===== config.mk =====
export PLATFORM = sky130hd
export DESIGN_NAME = game_state_keeper_flat
export DESIGN_NICKNAME = d
export VERILOG_FILES = /design/src/rtl/game_state_keeper_if.sv /design/src/rtl/game_state_keeper.sv /design/src/flat_wrapper.sv
export SDC_FILE = /design/constraint.sdc
export NUM_CORES = 1
export LEC_CHECK = 0
export ABC_AREA = 1
export ABC_CLOCK_PERIOD_IN_PS = 8600
export BUFFER_PORTS_ARGS = -buffer_cell sky130_fd_sc_hd__buf_2
export CAP_MARGIN = 0
export CORE_MARGIN = 5
export CORE_UTILIZATION = 46
export CTS_BUF_LIST = sky130_fd_sc_hd__clkbuf_4 sky130_fd_sc_hd__clkbuf_8
export DETAILED_ROUTE_END_ITERATION = 7
export GPL_TIMING_DRIVEN = 0
export MAX_ROUTING_LAYER = met4
export PLACE_DENSITY = 0.66
export REMOVE_ABC_BUFFERS = 1
export SYNTH_ARGS = -nofsm -noshare
export SYNTH_HDL_FRONTEND = slang
export SYNTH_SLANG_ARGS = --single-unit

===== constraint.sdc =====
create_clock -name clk -period 8.6 [get_ports clk]
set_input_delay 1.29 -clock clk [delete_from_list [all_inputs] [get_ports clk]]
set_output_delay 1.29 -clock clk [all_outputs]
set_load 0.05 [all_outputs]

===== src/rtl/game_state_keeper_if.sv =====
// game_state_keeper_if: controller-to-state-keeper bus (write request and live state)
interface game_state_keeper_if;
  logic         game_state_en;
  logic [1:0]   sel;
  logic [133:0] init_state;
  logic [133:0] move_state;
  logic [133:0] game_state;
  logic [9:0]   step_count;
  logic         can_retract;
  modport master (
    output game_state_en, sel, init_state, move_state,
    input  game_state, step_count, can_retract
  );
  modport slave (
    input  game_state_en, sel, init_state, move_state,
    output game_state, step_count, can_retract
  );
endinterface


===== src/rtl/game_state_keeper.sv =====
// game_state_keeper: live puzzle state, step counter and bounded undo history
module game_state_keeper #(
  parameter int DEPTH = 8,
  parameter int PW    = 3
) (
  input logic                clk,
  input logic                reset_n,
  game_state_keeper_if.slave bus
);
  localparam logic [PW:0] FULL = (PW+1)'(DEPTH);
  logic [133:0]  hist [DEPTH];
  logic [133:0]  gs;
  logic [9:0]    step;
  logic          cr;
  logic [PW-1:0] wp;
  logic [PW-1:0] wp_prev;
  logic [PW:0]   cnt;
  logic          do_move;
  logic          do_retract;
  assign wp_prev    = wp - 1'b1;
  assign do_move    = bus.game_state_en && bus.sel == 2'd1;
  assign do_retract = bus.game_state_en && bus.sel == 2'd3 && cnt != '0;
  assign bus.game_state  = gs;
  assign bus.step_count  = step;
  assign bus.can_retract = cr;
  // push the pre-move state; contents need no reset since cnt gates reads
  always_ff @(posedge clk)
    if (reset_n && do_move) hist[wp] <= gs;
  // state, pointer, occupancy and step counter; one action per enabled cycle
  always_ff @(posedge clk) begin
    if (!reset_n) begin
      gs   <= '0;
      step <= '0;
      wp   <= '0;
      cnt  <= '0;
      cr   <= 1'b0;
    end else if (bus.game_state_en && bus.sel == 2'd0) begin
      gs   <= bus.init_state;
      step <= '0;
      wp   <= '0;
      cnt  <= '0;
      cr   <= 1'b0;
    end else if (do_move) begin
      gs   <= bus.move_state;
      step <= step == 10'd1023 ? step : step + 10'd1;
      wp   <= wp + 1'b1;
      cnt  <= cnt == FULL ? cnt : cnt + 1'b1;
      cr   <= 1'b1;
    end else if (do_retract) begin
      gs   <= hist[wp_prev];
      step <= step != '0 ? step - 10'd1 : step;
      wp   <= wp_prev;
      cnt  <= cnt - 1'b1;
      cr   <= cnt != (PW+1)'(1);
    end
  end
endmodule

===== src/flat_wrapper.sv =====
// flat-port wrapper written by rule: the top's interface ports become plain ports
module game_state_keeper_flat 
#(
  parameter int DEPTH = 8,
  parameter int PW    = 3
)
  (clk, reset_n, bus_game_state_en, bus_sel, bus_init_state, bus_move_state, bus_game_state, bus_step_count, bus_can_retract);
  game_state_keeper_if bus_i ();
  input logic clk;
  input logic reset_n;
  input wire logic [$bits(bus_i.game_state_en)-1:0] bus_game_state_en;
  input wire logic [$bits(bus_i.sel)-1:0] bus_sel;
  input wire logic [$bits(bus_i.init_state)-1:0] bus_init_state;
  input wire logic [$bits(bus_i.move_state)-1:0] bus_move_state;
  output wire logic [$bits(bus_i.game_state)-1:0] bus_game_state;
  output wire logic [$bits(bus_i.step_count)-1:0] bus_step_count;
  output wire logic [$bits(bus_i.can_retract)-1:0] bus_can_retract;
  assign bus_i.game_state_en = bus_game_state_en;
  assign bus_i.sel = bus_sel;
  assign bus_i.init_state = bus_init_state;
  assign bus_i.move_state = bus_move_state;
  assign bus_game_state = bus_i.game_state;
  assign bus_step_count = bus_i.step_count;
  assign bus_can_retract = bus_i.can_retract;
  game_state_keeper #(.DEPTH(DEPTH), .PW(PW)) u_core (.clk(clk), .reset_n(reset_n), .bus(bus_i));
endmodule

== Word-level counts from Yosys, hierarchy flattened ==
Memories as Yosys holds them, arrays and structs flattened.
Index checks and enable logic that the tools add are counted.

* Flip-flop bits (word level): 152
* RAM bits: 1072
* Input port bits: 273
* Output and inout port bits: 145
* Memories: 1

{| class="wikitable"
|+ Memories
! memory !! depth !! bits a word !! read ports !! clocked after Yosys merged registers in !! wr ports !! RTL line !! text
|-
| u_core.hist || 8 || 134 || 1 || 0 || 1 || game_state_keeper.sv:11 || <nowiki>logic [133:0] hist [DEPTH];</nowiki>
|}

* Add/subtract/negate cells: 6
* Eq/ne operators: 7
* Muxes and demuxes: 16
* Bitwise gates (word level): 1
* Reduce and logical (&&, ||, !) cells: 14

{| class="wikitable"
|+ Operators with widths
! operator !! count
|-
| 134-bit two-way mux || 3
|-
| 10-bit two-way mux || 4
|-
| 4-bit two-way mux || 3
|-
| 10-bit by 1-bit adder with 10-bit output, second input constant || 1
|-
| 10-bit == test, second input constant || 1
|-
| 10-bit nonzero test || 1
|-
| 10-bit by 1-bit subtractor with 10-bit output, second input constant || 1
|-
| 3-bit two-way mux || 2
|-
| 1-bit logical AND || 5
|-
| 4-bit by 1-bit adder with 4-bit output, second input constant || 1
|-
| 4-bit == test, second input constant || 1
|-
| 1-bit two-way mux || 4
|-
| 2-bit inequality test, second input constant || 2
|-
| 4-bit by 1-bit inequality test with 1-bit output, second input constant || 1
|-
| 2-bit nonzero test || 2
|-
| 4-bit nonzero test || 1
|-
| 4-bit by 1-bit subtractor with 4-bit output, second input constant || 1
|-
| 3-bit by 1-bit adder with 3-bit output, second input constant || 1
|-
| 3-bit AND reduction || 1
|-
| 3-bit nonzero test || 1
|-
| 3-bit by 1-bit subtractor with 3-bit output, second input constant || 1
|-
| 2-bit by 1-bit == test with 1-bit output, second input constant || 1
|-
| 2-bit == test, second input constant || 1
|-
| 2-bit zero test || 1
|-
| 3 further kinds || 3
|}

== Logic depth before layout (Yosys ltp) ==
* Depth in word-level cells: 6
* Gate-level depth with buffers: 15

== Worst setup path before layout ==
No wires, ideal clock.

* Kind: input to register
* Start point: input bus_sel[1]
* End point: memory u_core.hist[0][0], enable pin
* Arrival: 7.663 ns
* Setup slack: 0.308 ns
* Stages: 6
* Path buffers: 1
* Path through: inv_1 -> nand3_1 -> clkbuf_1 -> nor2_1 -> nand2_1 -> nor2_1

* Cells in the longest elaborated chain, start to end: 5

{| class="wikitable"
|+ RTL lines
! item !! RTL line !! text
|-
| start, declared || flat_wrapper.sv:12 || <nowiki>input wire logic [$bits(bus_i.sel)-1:0] bus_sel;</nowiki>
|-
| 2-bit by 1-bit == test with 1-bit output || game_state_keeper.sv:21 || <nowiki>assign do_move = bus.game_state_en && bus.sel == 2'd1;</nowiki>
|-
| 1-bit logical AND || game_state_keeper.sv:21 ||
|-
| 1-bit logical AND || game_state_keeper.sv:28 || <nowiki>if (reset_n && do_move) hist[wp] <= gs;</nowiki>
|-
| 1-bit two-way mux || game_state_keeper.sv:28 ||
|-
| 1-bit two-way mux (not written as such) || game_state_keeper.sv:28 ||
|-
| end, declared || game_state_keeper.sv:11 ||
|}

No other way between the ends.

== Worst setup path after layout ==
* Start point: register u_core.wp[0]
* End point: register u_core.gs[98], in the netlist u_core.bus.game_state[98]

* Cells in the longest elaborated chain, start to end: 5

{| class="wikitable"
|+ RTL lines
! item !! RTL line !! text
|-
| start, declared || game_state_keeper.sv:15 || <nowiki>logic [PW-1:0] wp;</nowiki>
|-
| start signal, assigned || game_state_keeper.sv:46 || <nowiki>wp <= wp + 1'b1;</nowiki>
|-
| start signal, assigned || game_state_keeper.sv:52 || <nowiki>wp <= wp_prev;</nowiki>
|-
| 3-bit by 1-bit subtractor with 3-bit output || game_state_keeper.sv:20 || <nowiki>assign wp_prev = wp - 1'b1;</nowiki>
|-
| memory 8 x 134 bit || -- ||
|-
| 134-bit two-way mux || game_state_keeper.sv:49 || <nowiki>end else if (do_retract) begin</nowiki>
|-
| 134-bit two-way mux || game_state_keeper.sv:43 || <nowiki>end else if (do_move) begin</nowiki>
|-
| 134-bit two-way mux || game_state_keeper.sv:37 || <nowiki>end else if (bus.game_state_en && bus.sel == 2'd0) begin</nowiki>
|-
| end signal, assigned || game_state_keeper.sv:38 || <nowiki>gs <= bus.init_state;</nowiki>
|-
| end signal, assigned || game_state_keeper.sv:44 || <nowiki>gs <= bus.move_state;</nowiki>
|-
| end signal, assigned || game_state_keeper.sv:50 || <nowiki>gs <= hist[wp_prev];</nowiki>
|-
| end, declared || game_state_keeper.sv:12 || <nowiki>logic [133:0] gs;</nowiki>
|}

No other way between the ends. The select of a mux whose other input is x is not followed.
A chain may end at the register's enable or synchronous reset.

==> impl_metrics.tcl <==
set metrics [dict create \
    met1_usage_pct 28.6 \
    max_freq_mhz 242 \
    relSlewSlack_pct 16.8 \
    ys_ff_latch 1224 \
    detail_route.wl_per_cell_um 19.9 \
    grt_pass1_vias 33500 \
    worst_path_max_delay_cell "dfxtp_4" \
    synth_area_leader_cell "edfxtp_1" \
    post_cts_resized 0 \
    h-tree-depth 4 \
    drt_pass1_iterations 5 \
    p_sw_uw 3540 \
    path_buf_inv 7 \
    synth_area_leaders "edfxtp_1 65%, nand2_1 6.7%, o21ai_0 6.7%, dfxtp_1 6.1%, nor2_1 4.2%" \
    postCtsSetupBuffers 0 \
    gr-usage-met2_pct 35.6 \
    cts.path.max_buffers 3 \
    hold_viol_final 0 \
    netlist.area_leader.share_pct 64.6 \
    crit_chain "buf_12 > buf_16 > inv_8 > ha_4 > xnor2_4 > inv_2 > nor2_4 > buf_12 > buf_12 > buf_16 > nand2_1 > nand3_1 > nand2_1 > a21oi_1" \
    syn2layout_area_growth_pct 17.3 \
    synth_enable_flop_cells 1072 \
    synth_area_per_cell_um2 11.3 \
    maxCapViolCount 0 \
    synth-main-ff-cell "edfxtp_1" \
    cts.clk_slew.worst_paths_ns 0.06 \
    grt_overflow 0 \
    dp_slack_ns 3.64 \
    setup_viol 0 \
    tritoncts "done" \
    layout_setup_ws_ns 4.47 \
    period_share_pct 48.1 \
    grt_use_total_pct 22.1 \
    pin_count 418 \
    crit_family "buffers and inverters" \
    row_count 120 \
    hp-class "reg2reg" \
    clk_latency_ns 0.87 \
    final_antenna_net_count 0 \
    die-area_mm2 0.115 \
    total_leakage_power_uw 0.0221 \
    yosysUniqueCellTypes 35 \
    worstPathArrival_ns 4.92 \
    drtIter0Drc 2529 \
    required_ns 9.39 \
    syn_inst 4408 \
    status "completed" \
    fillCellCount 9065 \
    layout_common_cells "1072 x edfxtp_1, 895 x nand2_1, 671 x o21ai_0" \
    p_int_uw 9940 \
    cts_made_buffers 193 \
    synth_warnings 0 \
    die_y_um 339 \
    critical_path_class "reg2reg" \
    start_util_pct 46.4 \
    worst_setup_path_start_kind "flip-flop" \
    coreArea_mm2 0.107 \
    vias 34600 \
    period_minus_slack_ns 4.13 \
    grt_pass1_wl_mm 193 \
    cp-end-kind "flip-flop" \
    drive_above_1_share_pct 19.7 \
    pwr-share-seq_pct 50.4 \
    nets 5096 \
    drc 0 \
    routabilityCongestion 0.771 \
    slowest_delay_ns 0.65 \
    combPwrFrac_pct 12.0 \
    crit_top_cell "buf_12" \
    worst_slew_pin_slew_ns 1.25 \
    tns_ns 0 \
    worst-path-max-fanout 105 \
    synth_seq_area_share_pct 70.7 \
    antenna_found_initial 2 \
    p_sw_share_pct 26.3 \
    hold_buffers 0 \
    fin_util_pct 54.4 \
    synth_area_mm2 0.0498 \
    pwr_density_cell_mw_per_mm2 231 \
    die_width_um 339 \
    portBuffers 417 \
    clockPowerShare_pct 37.6 \
    routed_wl_mm 127 \
    cts_sinks 1224 \
    dp_hpwl_mm 70.8 \
    vias_per_cell 5.42 \
    grt_most_used_layer "met2" \
    final_common_cell "edfxtp_1" \
    grt_max_degree 155 \
    grt_util_met3_pct 4.43 \
    rsz0062_at_grt "false" \
    synthArstFlopShare_pct 0 \
    max-vdd-ir-drop_v 0.000109 \
    slew_violations 0 \
    skew_ns 0.0354 \
    cts-root-buf "clkbuf_8" \
]
synthesized netlist by cell type, types with 2 or more instances:
| library cell | count |
|---|---|
| buf_6 | 13 |
| dfxtp_1 | 152 |
| nand4_1 | 2 |
| clkbuf_1 | 180 |
| nor2_1 | 554 |
| o21ai_0 | 671 |
| or2_2 | 111 |
| or2_0 | 20 |
| ha_1 | 13 |
| buf_4 | 14 |
| o21ai_1 | 74 |
| nand2_1 | 895 |
| inv_2 | 9 |
| buf_1 | 13 |
| nor3_1 | 2 |
| inv_1 | 65 |
| xor2_1 | 3 |
| nand2_2 | 2 |
| edfxtp_1 | 1072 |
| nand3_1 | 65 |
| a21oi_1 | 160 |
| nor2_4 | 2 |
| xnor2_1 | 3 |
| or2_1 | 3 |
| o211ai_1 | 35 |
| o22ai_1 | 195 |
| buf_2 | 72 |
power by group through the flow:
| stage | registers [uW] | clock network, uW | logic [uW] |
|---|---|---|---|
| after floorplan | 7110 | 0 | 822 |
| after global placement | 6960 | 0 | 1610 |
| after detailed placement | 6910 | 0 | 1620 |
| after CTS | 6780 | 5170 | 1630 |
| after global routing | 6810 | 5470 | 1780 |
| final | 6780 | 5070 | 1620 |
sequential cells by signal, indices dropped and copies added (netlist names):
signal	count
u_core.bus.can_retract	1
u_core.bus.game_state	134
u_core.bus.step_count	10
u_core.cnt	4
u_core.hist	1072
u_core.wp	3
logic make-up after synthesis:
logic type / Yosys count / share of synthesized area, %
AO/OA/AOI/OAI: 1138 / 12.1
XOR/XNOR: 7 / 0.161
adder cells (fa/ha/maj): 14 / 0.367
buffers and inverters: 367 / 3.25
flip-flops: 1224 / 70.7
multiplexers: 1 / 0.0201
AND/OR/NAND/NOR: 1657 / 13.4
stage by stage:
step                instances  hold WS, ns  instance area (um^2)  power, uW
CTS                      6381        0.489                 58400      13600
global placement         5936        0.468                 52300       8570
global route             6382        0.519                 58400      14100
floorplan                4116        0.453                 48500       7940
finish                   6382        0.493                 58400      13500
detailed placement       6017        0.481                 54300       8530
layer usage:
layer | up-vias | part of all wire [%] | wire length (um)
met5 | - | 0 | 0
met4 | 0 | 2.3 | 2880
met3 | 213 | 6.6 | 8400
met2 | 1132 | 48 | 61000
met1 | 16800 | 43 | 55000
li1 | 16400 | - | -
worst paths after layout:
check,startpoint,end,slack [ns],cells after the start
max,u_core.wp[0]$_SDFFE_PP0P_,u_core.bus.game_state[98]$_SDFFE_PN0P_,4.47,14
min,u_core.cnt[3]$_SDFFE_PP0P_,u_core.cnt[3]$_SDFFE_PP0P_,0.49,2
max reg2reg,u_core.wp[0]$_SDFFE_PP0P_,u_core.bus.game_state[98]$_SDFFE_PN0P_,4.47,14
min reg2reg,u_core.cnt[3]$_SDFFE_PP0P_,u_core.cnt[3]$_SDFFE_PP0P_,0.49,2
layout make-up:
type,instances,area (um^2),area share [%]
diodes,1,2.50,0.00428
well taps,1403,1760,3.00
flip-flops and latches,1224,35200,60.3
clock inverters,42,304,0.520
repair buffers,498,3940,6.74
inverters,75,307,0.525
multi-input cells,2817,13100,22.4
clock buffers,322,3810,6.52
worst register-to-register path: cells and delay by family (launching register included):
kind	cells	cell delay, ns
fa+ha+maj	1	0.37
compound gates	1	0.11
simple gates	4	0.71
flops	1	0.65
xor+xnor	1	0.31
buf+inv	7	1.92
Note: power is estimated with default switching activity, not from simulation.
